[config.mk]
export PLATFORM = sky130hd
export DESIGN_NAME = fb_write_arbiter
export DESIGN_NICKNAME = d
export VERILOG_FILES = /design/src/rtl/fb_pkg.sv /design/src/rtl/fb_addr_calc.sv /design/src/rtl/fb_write_arbiter.sv
export SDC_FILE = /design/constraint.sdc
export NUM_CORES = 1
export LEC_CHECK = 0
export CAP_MARGIN = 0
export CORE_ASPECT_RATIO = 0.8
export CORE_MARGIN = 2
export CORE_UTILIZATION = 39
export DETAILED_ROUTE_END_ITERATION = 8
export PLACE_DENSITY = 0.67
export SLEW_MARGIN = 20
export SYNTH_ARGS = -nofsm -noshare
export SYNTH_HDL_FRONTEND = slang
export SYNTH_SLANG_ARGS = --single-unit
[constraint.sdc]
create_clock -name aclk -period 1.77 [get_ports aclk]
set_clock_uncertainty 0.05 [all_clocks]
set_input_delay 0.354 -clock aclk [delete_from_list [all_inputs] [get_ports aclk]]
set_output_delay 0.354 -clock aclk [all_outputs]
set_load 0.005 [all_outputs]
[src/rtl/fb_pkg.sv]
// Shared framebuffer geometry and types for the write arbiter and scanout logic.
package fb_pkg;
  localparam int unsigned FB_WIDTH  = 320;
  localparam int unsigned FB_HEIGHT = 240;
  localparam int unsigned FB_PIXELS = FB_WIDTH * FB_HEIGHT;
  localparam int unsigned FB_ADDR_W = 17;

  typedef logic [7:0] rgb332_t;

  typedef enum logic [1:0] {
    IDLE,
    WAIT_VBL,
    CLEAR
  } fb_arb_state_t;
endpackage

[src/rtl/fb_addr_calc.sv]
// Maps a pixel coordinate to a linear framebuffer address and flags off-screen pixels.
module fb_addr_calc #(
  parameter int unsigned FB_WIDTH  = fb_pkg::FB_WIDTH,
  parameter int unsigned FB_HEIGHT = fb_pkg::FB_HEIGHT,
  parameter int unsigned ADDR_W    = fb_pkg::FB_ADDR_W,
  parameter int unsigned X_W       = 9,
  parameter int unsigned Y_W       = 8
) (
  input  logic [X_W-1:0]    x,
  input  logic [Y_W-1:0]    y,
  output logic [ADDR_W-1:0] addr,
  output logic              in_range
);

  always_comb begin
    addr     = ADDR_W'(y) * ADDR_W'(FB_WIDTH) + ADDR_W'(x);
    in_range = (32'(x) < FB_WIDTH) && (32'(y) < FB_HEIGHT);
  end

endmodule

[src/rtl/fb_write_arbiter.sv]
// Shares the framebuffer write port between the rasterizer pixel stream and a
// full-screen clear engine that can optionally wait for vertical blank.
module fb_write_arbiter #(
  parameter int unsigned FB_WIDTH   = fb_pkg::FB_WIDTH,
  parameter int unsigned FB_HEIGHT  = fb_pkg::FB_HEIGHT,
  parameter int unsigned ADDR_W     = fb_pkg::FB_ADDR_W,
  parameter int unsigned SYNC_CLEAR = 1
) (
  input  logic              aclk,
  input  logic              arstn,
  input  logic              px_valid,
  output logic              px_ready,
  input  logic [8:0]        px_x,
  input  logic [7:0]        px_y,
  input  logic [7:0]        px_color,
  input  logic              clear_req,
  input  logic [7:0]        clear_color,
  output logic              clear_busy,
  output logic              clear_done,
  input  logic              vblank_start,
  output logic              fb_wea,
  output logic [ADDR_W-1:0] fb_addra,
  output logic [7:0]        fb_dina,
  output logic [15:0]       drop_cnt
);
  import fb_pkg::*;

  localparam logic [ADDR_W-1:0] LAST_ADDR = ADDR_W'(FB_WIDTH * FB_HEIGHT - 1);

  fb_arb_state_t     r_state;
  logic [ADDR_W-1:0] r_clr_addr;
  rgb332_t           r_clr_color;

  logic              w_hs;
  logic              w_in_range;
  logic [ADDR_W-1:0] w_px_addr;

  fb_addr_calc #(
    .FB_WIDTH (FB_WIDTH),
    .FB_HEIGHT(FB_HEIGHT),
    .ADDR_W   (ADDR_W),
    .X_W      (9),
    .Y_W      (8)
  ) u_addr_calc (
    .x       (px_x),
    .y       (px_y),
    .addr    (w_px_addr),
    .in_range(w_in_range)
  );

  // Ready is gated by arstn so upstream never sees a handshake during reset.
  assign px_ready   = (r_state != CLEAR) && arstn;
  assign w_hs       = px_valid && px_ready;
  assign clear_busy = (r_state != IDLE);

  always_ff @(posedge aclk or negedge arstn) begin
    if (!arstn) begin
      r_state     <= IDLE;
      r_clr_addr  <= '0;
      r_clr_color <= '0;
      clear_done  <= 1'b0;
    end else begin
      clear_done <= 1'b0;
      case (r_state)
        IDLE: begin
          if (clear_req) begin
            r_clr_color <= clear_color;
            r_state     <= (SYNC_CLEAR != 0) ? WAIT_VBL : CLEAR;
          end
        end
        WAIT_VBL: begin
          if (vblank_start) r_state <= CLEAR;
        end
        CLEAR: begin
          if (r_clr_addr == LAST_ADDR) begin
            r_clr_addr <= '0;
            r_state    <= IDLE;
            clear_done <= 1'b1;
          end else begin
            r_clr_addr <= r_clr_addr + ADDR_W'(1);
          end
        end
        default: r_state <= IDLE;
      endcase
    end
  end

  // Clear and pixel writes are exclusive: px_ready is low for the whole CLEAR state.
  always_ff @(posedge aclk or negedge arstn) begin
    if (!arstn) begin
      fb_wea   <= 1'b0;
      fb_addra <= '0;
      fb_dina  <= '0;
    end else begin
      fb_wea <= 1'b0;
      if (r_state == CLEAR) begin
        fb_wea   <= 1'b1;
        fb_addra <= r_clr_addr;
        fb_dina  <= r_clr_color;
      end else if (w_hs && w_in_range) begin
        fb_wea   <= 1'b1;
        fb_addra <= w_px_addr;
        fb_dina  <= px_color;
      end
    end
  end

  always_ff @(posedge aclk or negedge arstn) begin
    if (!arstn) begin
      drop_cnt <= '0;
    end else if (w_hs && !w_in_range && (drop_cnt != '1)) begin
      drop_cnt <= drop_cnt + 16'd1;
    end
  end

endmodule

==> reports/qor.yml, run 1 <==
outcome: "finished with violations"
htreeDepth: 3
syn_area_sq_mm: 0.00360
hold_ws_ns: 0.338
antenna_found_initial: 0
reg2regPathDepth: 8
p_comb_share_pct: 41.3
slew_headroom_pct: 41.5
path_depth: 11
dr.max_layer_used: "met4"
grt-ovfl-total: 0
clk_latency_ns: 0.33
fin_nets: 589
critPathBufInv: 3
slowest_delay_ns: 0.35
cts_buffers: 9
worstMarginPinSlew_ns: 0.878
cp_data_required_time_ns: 1.93
syn_nets: 403
avgRoutedWirePerCell_um: 16.1
io_pins: 83
post-route-period-util_pct: 121
hold_class: "primary input to asynchronous set/reset pin"
pwr_density_cell_mw_per_mm2: 1120
p_sw_mw: 2.17
cp_slowest_cell: "fa_2"
synth.ff_latch_count: 70
dieArea_sq_mm: 0.0100
cap_violations: 0
final_layout_size_suffix_gt1_share_pct: 37.9
grt_use_total_pct: 21.1
yosys.area.top_type: "dfrtp_1"
cp_data_arrival_time_ns: 2.30
synth-async-reset-ratio_pct: 100
first_pass_iters: 4
wirelength_met1_um: 4810
via_per_inst: 5.19
peakVddDrop_uv: 686
fmaxAchievable_ghz: 0.467
path_max_fanout: 3
fin_ws_ns: -0.371
final_area_sq_mm: 0.00608
rsz0062_at_grt: "true"
synth_seq_area_share_pct: 48.6
fin_crit_ns: 2.14
synth_cell_types: 44
route.met2.wl_um: 5010
synthCells: 346
dr_wl_met3_um: 564
seq_power_share_pct: 34.6
p_clk_share_pct: 24.0
dieHeight_um: 89.9
cp_cell_sequence: "buf_8 -> ha_4 -> ha_4 -> fa_2 -> buf_4 -> xor2_2 -> nand2_2 -> buf_4 -> nor2b_1 -> nor3_1 -> a221o_1"
vias: 3378
syn_avg_cell_area_sq_um: 10.4
finalHoldViolations: 0
cp_top_family: "adder cells"
slew_viol_final: 0
ys.flop_type: "dfrtp_1"
placed_area_sq_mm: 0.00518
final_antenna_net_count: 0
io_buffers: 82
grt_max_degree: 71
yosys_warnings: 0
place_ws_ns: -1.14
yosys-top-cells-area: "dfrtp_1 (49%), ha_1 (5.9%), nand2_1 (4.9%)"
nFillCells: 699
diodes: 0
setup-violations-final: 15
path_clk_slew_ns: 0.06
rows: 31
yosys-top-cells-count: "dfrtp_1 (70), nand2_1 (47), nor2_1 (27), a22oi_1 (21), xor2_1 (20)"
cts_sinks: 70
wl_um: 10500
start_util_pct: 40.0
syn2layout_area_growth_pct: 68.9
path_class: "primary input to register"
chipWidth_um: 111
yosysMostFrequentCell: "dfrtp_1"
core_region_area_sq_mm: 0.00900
cp-start-kind: "primary input"
cts-root-buf: "clkbuf_16"
cts_max_path_buffers: 2
route.detailed.drc: 0
grt_first_pass_wirelength_um: 17000
grt_pass1_vias: 3423
netlist.area_leader.share_pct: 48.6
violations: "negative setup slack"
synth_edf_count: 0
p_leak_nw: 2.81
gp_routability_congestion: 0.770
cts_tree: "yes"
dpl.hpwl_um: 7020
drtIter0Drc: 117
p_int_mw: 4.65
switching_share_pct: 31.9
end_kind: "register"
==> placed cells by master (no fill, tap or decap), types with 4 or more instances in the layout <==
cell,instances
buf_4,87
o21ai_1,6
xor2_1,19
nand4_1,8
clkdlybuf4s50_1,64
buf_2,5
mux2_2,10
o21ai_2,4
nand2_1,45
nor2_4,5
nand3_1,15
nor3_1,4
dfrtp_1,68
nor2b_1,4
ha_1,4
nor2_1,18
inv_1,10
a221o_1,4
ha_4,12
buf_6,15
xnor2_1,17
nor4_4,4
clkbuf_16,9
nor2_2,5
a22oi_1,21
dlygate4sd2_1,4
==> worst paths after layout <==
| path | slack (ns) | startpoint | to |
|---|---|---|---|
| min | 0.34 | arstn | drop_cnt[5] |
| max reg2reg | -0.08 | r_state[1] | drop_cnt[5] |
| min in group aclk | 0.42 | px_y[7] | fb_addra[16] |
| max | -0.37 | px_y[3] | fb_addra[11] |
| min reg2reg | 0.42 | fb_addra[2] | fb_addra[2] |
| max in group asynchronous | 0.74 | arstn | drop_cnt[8] |
==> timing repair <==
item                                    4_1_cts  5_1_grt
hold buffers                                  0        0
endpoints found under the setup margin       44       47
setup buffers                                 9       16
pin swaps                                    32       19
gates resized for setup                     100       46
cloned                                        0        0
==> final cells by class <==
type,count,area [sq um],share of cell area [%]
multi-input cells,255,2220,36.5
flip-flops and latches,70,1750,28.8
repair buffers,184,1660,27.2
clock buffers,9,225,3.70
well taps,115,144,2.37
inverters,12,45.0,0.740
clock inverters,6,38.8,0.638
==> per-layer routing <==
metal | GRT usage [%] | up-vias
li1 | - | 1602
met1 | 28.1 | 1676
met2 | 34.3 | 92
met3 | 6.61 | 8
met4 | 4.53 | 0
met5 | 0 | -
==> power groups by stage <==
stage | registers [mW] | clock network [mW] | logic [mW]
6_report | 2.36 | 1.64 | 2.82
4_1_cts | 2.35 | 1.67 | 2.63
2_1_floorplan | 2.41 | 0 | 0.974
5_1_grt | 2.42 | 1.75 | 3.06
3_3_place_gp | 2.35 | 0 | 2.41
3_5_place_dp | 2.37 | 0 | 2.46
==> cell families (layout without fill, tap and decap cells) <==
group / Yosys count / count (layout) / share of synthesized area, %
AO/OA/AOI/OAI: 55 / 55 / 11.3
XOR/XNOR: 38 / 38 / 9.24
adder cells (fa/ha/maj): 19 / 19 / 7.02
buffers and inverters: 21 / 211 / 2.22
flip-flops: 70 / 70 / 48.6
multiplexers: 11 / 11 / 3.41
AND/OR/NAND/NOR: 132 / 132 / 18.2
==> flip-flops by register name, summed over array words and instances, names as in the netlist <==
register	cells
fb_wea	1
r_clr_addr	17
fb_dina	8
r_state	2
r_clr_color	8
clear_done	1
drop_cnt	16
fb_addra	17
==> stage by stage <==
stage | total power, mW | TNS [ns] | std cells | utilization (%)
6_report | 6.82 | -1.89 | 651 | 67.6
5_1_grt | 7.23 | -3.47 | 651 | 67.6
4_1_cts | 6.66 | -1.01 | 635 | 64.1
3_5_place_dp | 4.84 | -27.62 | 611 | 57.6
3_3_place_gp | 4.76 | -27.35 | 611 | 57.6
2_1_floorplan | 3.39 | -2.19 | 346 | -
==> worst reg2reg max path, cell delays in order (launching register included) <==
cell	delay, ns
dfrtp_1	0.38
nor2b_4	0.14
buf_6	0.12
a2111oi_4	0.20
o41a_4	0.26
nand4_4	0.20
buf_4	0.21
nor2_2	0.08
xor2_1	0.14
Power figures use the tool's default switching activity.
==> run 2: changes to the inputs <==
Settings changed: SETUP_SLACK_MARGIN from default to 0.1.
==> run 2 against run 1 <==
  * Non-clock buffer count fell by 3
  * Worst hold slack got worse by 0.011 ns
  * Critical path depth fell by 1
  * Worst setup slack improved by 0.012 ns
  * Final cell count fell by 0.46%
  * The run still ends with negative setup slack left
  * Largest cell class unchanged
  * Cell area rose by 2.6%
  * Highest routed layer unchanged
  * Sequential cell count did not move
==> reports/qor.yml, run 2 (same netlist as run 1, synthesis figures left out) <==
vias: 3393  # was 3378
gp_routability_congestion: 0.828  # was 0.770
final_antenna_net_count: 0  # unchanged
grt_max_degree: 71  # unchanged
path_class: "primary input to register"  # unchanged
p_leak_nw: 2.93  # was 2.81 nW
setup-violations-final: 17  # was 15
dp.cells: 606  # was 611
core_region_area_sq_mm: 0.00900  # unchanged
violations: "negative setup slack"  # unchanged
fmaxAchievable_ghz: 0.470  # was 0.467 GHz
antenna_found_initial: 0  # unchanged
cts_hold_buf: 0  # unchanged
rsz0062_at_grt: "true"  # unchanged
grt_pass1_vias: 3557  # was 3423
final_cell_mix: "buf_4 (74), dfrtp_1 (68), clkdlybuf4s50_1 (55)"  # was buf_4 (87), dfrtp_1 (68), clkdlybuf4s50_1 (64)
p_total_mw: 7.08  # was 6.82 mW
dieHeight_um: 89.9  # unchanged
pwr_density_cell_mw_per_mm2: 1130  # was 1120 mW/mm^2
rrSetupSlack_ns: -0.06  # was -0.08 ns
p_clk_share_pct: 23.8  # was 24.0%
path_max_fanout: 3  # unchanged
final_cells: 648  # was 651
p_int_mw: 4.86  # was 4.65 mW
drtIter0Drc: 148  # was 117
final.setup.tns_ns: -2.04  # was -1.89 ns
chipWidth_um: 111  # unchanged
reg2regPathDepth: 6  # was 8
io_buffers: 82  # unchanged
fin_crit_ns: 2.13  # was 2.14 ns
start_util_pct: 40.0  # unchanged
hold_ws_ns: 0.327  # was 0.338 ns
first_pass_iters: 4  # unchanged
via_per_inst: 5.24  # was 5.19
outcome: "finished with violations"  # unchanged
biggestRegsByFlops: "fb_addra x17, r_clr_addr x17, drop_cnt x16"  # unchanged
cts_tree: "yes"  # unchanged
cts_sinks: 70  # unchanged
rows: 31  # unchanged
syn2layout_area_growth_pct: 73.3  # was 68.9%
r2r_start: "drop_cnt[6]"  # was r_state[1]
worstMarginPinSlew_ns: 0.896  # was 0.878 ns
final_layout_size_suffix_gt1_share_pct: 40.3  # was 37.9%
post-route-period-util_pct: 120  # was 121%
fin_ws_ns: -0.359  # was -0.371 ns
cp-start-kind: "primary input"  # unchanged
avgRoutedWirePerCell_um: 16.7  # was 16.1 um
cp-startpoint: "px_y[3]"  # unchanged
slew_headroom_pct: 40.3  # was 41.5%
peakVddDrop_uv: 839  # was 686 uV
place_ws_ns: -1.16  # was -1.14 ns
io_pins: 83  # unchanged
wl_um: 10800  # was 10500 um
clk_latency_ns: 0.33  # about the same
cts_max_path_buffers: 2  # unchanged
path_clk_slew_ns: 0.05  # was 0.06 ns
cap_violations: 0  # unchanged
dieArea_sq_mm: 0.0100  # unchanged
grt_use_total_pct: 21.4  # was 21.1%
dpl.hpwl_um: 6920  # was 7020 um
hold_class: "primary input to asynchronous set/reset pin"  # unchanged
diodes: 0  # unchanged
cts-root-buf: "clkbuf_16"  # unchanged
cts_buffers: 9  # unchanged
end_kind: "register"  # unchanged
p_sw_mw: 2.21  # was 2.17 mW
route.detailed.drc: 0  # unchanged
slew_viol_final: 0  # unchanged
switching_share_pct: 31.3  # was 31.9%
final_common_cell: "buf_4"  # unchanged
cp_data_arrival_time_ns: 2.28  # was 2.30 ns
finalHoldViolations: 0  # unchanged
grt-ovfl-total: 0  # unchanged
cp_data_required_time_ns: 1.93  # about the same
seq_power_share_pct: 33.7  # was 34.6%
p_comb_share_pct: 42.5  # was 41.3%
fin_nets: 587  # was 589
htreeDepth: 3  # unchanged
grt_first_pass_wirelength_um: 17500  # was 17000 um
## run 2: cell count changes in the layout (fill, tap and decap cells not counted), moves of 6 or more
cell | previous run | this run
mux2_4 | 0 | 10
buf_4 | 87 | 74
mux2_2 | 10 | 0
nor2_1 | 18 | 12
dlygate4sd2_1 | 4 | 11
clkdlybuf4s50_1 | 64 | 55
buf_6 | 15 | 30
## run 2: repair_timing
| action | CTS | global route |
|---|---|---|
| gates resized for setup | 150 | 57 |
| endpoints found under the setup margin | 67 | 68 |
| buffers inserted | 19 | 9 |
| pin swaps | 54 | 29 |
| cloned | 0 | 1 |
## run 2: final timing paths
path / to
min in group aclk: fb_addra[16]
max in group asynchronous: drop_cnt[7]
worst min register to register: fb_dina[4]
worst max register to register: drop_cnt[1]
worst min-delay path: fb_addra[14]
worst max-delay path: fb_addra[14]
## run 2: per-stage QoR
stage / cell area (sq um) / util (%)
2_1_floorplan: 3710 / -
4_1_cts: 5960 / 66.2
6_report: 6240 / 69.3
3_3_place_gp: 5180 / 57.6
5_1_grt: 6240 / 69.3
3_5_place_dp: 5180 / 57.6
## run 2: power by group through the flow
| stage | registers (mW) | clock network [mW] | logic (mW) |
|---|---|---|---|
| after CTS | 2.37 | 1.71 | 2.76 |
| after global routing | 2.45 | 1.78 | 3.25 |
| final | 2.38 | 1.69 | 3.01 |
| after detailed placement | 2.37 | 0 | 2.44 |
| after global placement | 2.36 | 0 | 2.38 |
| after floorplan | 2.42 | 0 | 0.984 |
## run 2: cell type report
cell class | instances | area, sq um
clock buffer | 13 | 270
clock inverter | 1 | 5.00
fill | 647 | 2760
inverter | 12 | 45.0
multi-input combinational | 256 | 2370
sequential | 70 | 1750
tap | 115 | 144
timing repair buffer | 181 | 1650
## run 2: per-layer routing
| layer | global-route usage [%] | up-vias | part of all wire, % |
|---|---|---|---|
| li1 | - | 1592 | - |
| met2 | 37.1 | 78 | 50 |
| met3 | 5.53 | 12 | 4.8 |
| met5 | 0 | - | 0 |
| met1 | 27.2 | 1711 | 44 |
| met4 | 4.53 | 0 | 1.1 |
## run 2: critical path, cell delays in order
cell and delay, ns:
buf_8 0.10, ha_4 0.23, ha_4 0.16, fa_2 0.37
a211oi_2 0.26, nor2_1 0.08, xor2_1 0.27, and3_4 0.26
xnor2_2 0.11, o21ai_1 0.08
==> run 3: changes to the inputs <==
Settings changed: ABC_AREA from default to 0.
==> results of run 3 <==
The final DEF is identical to that of run 2; final timing and power are the same.
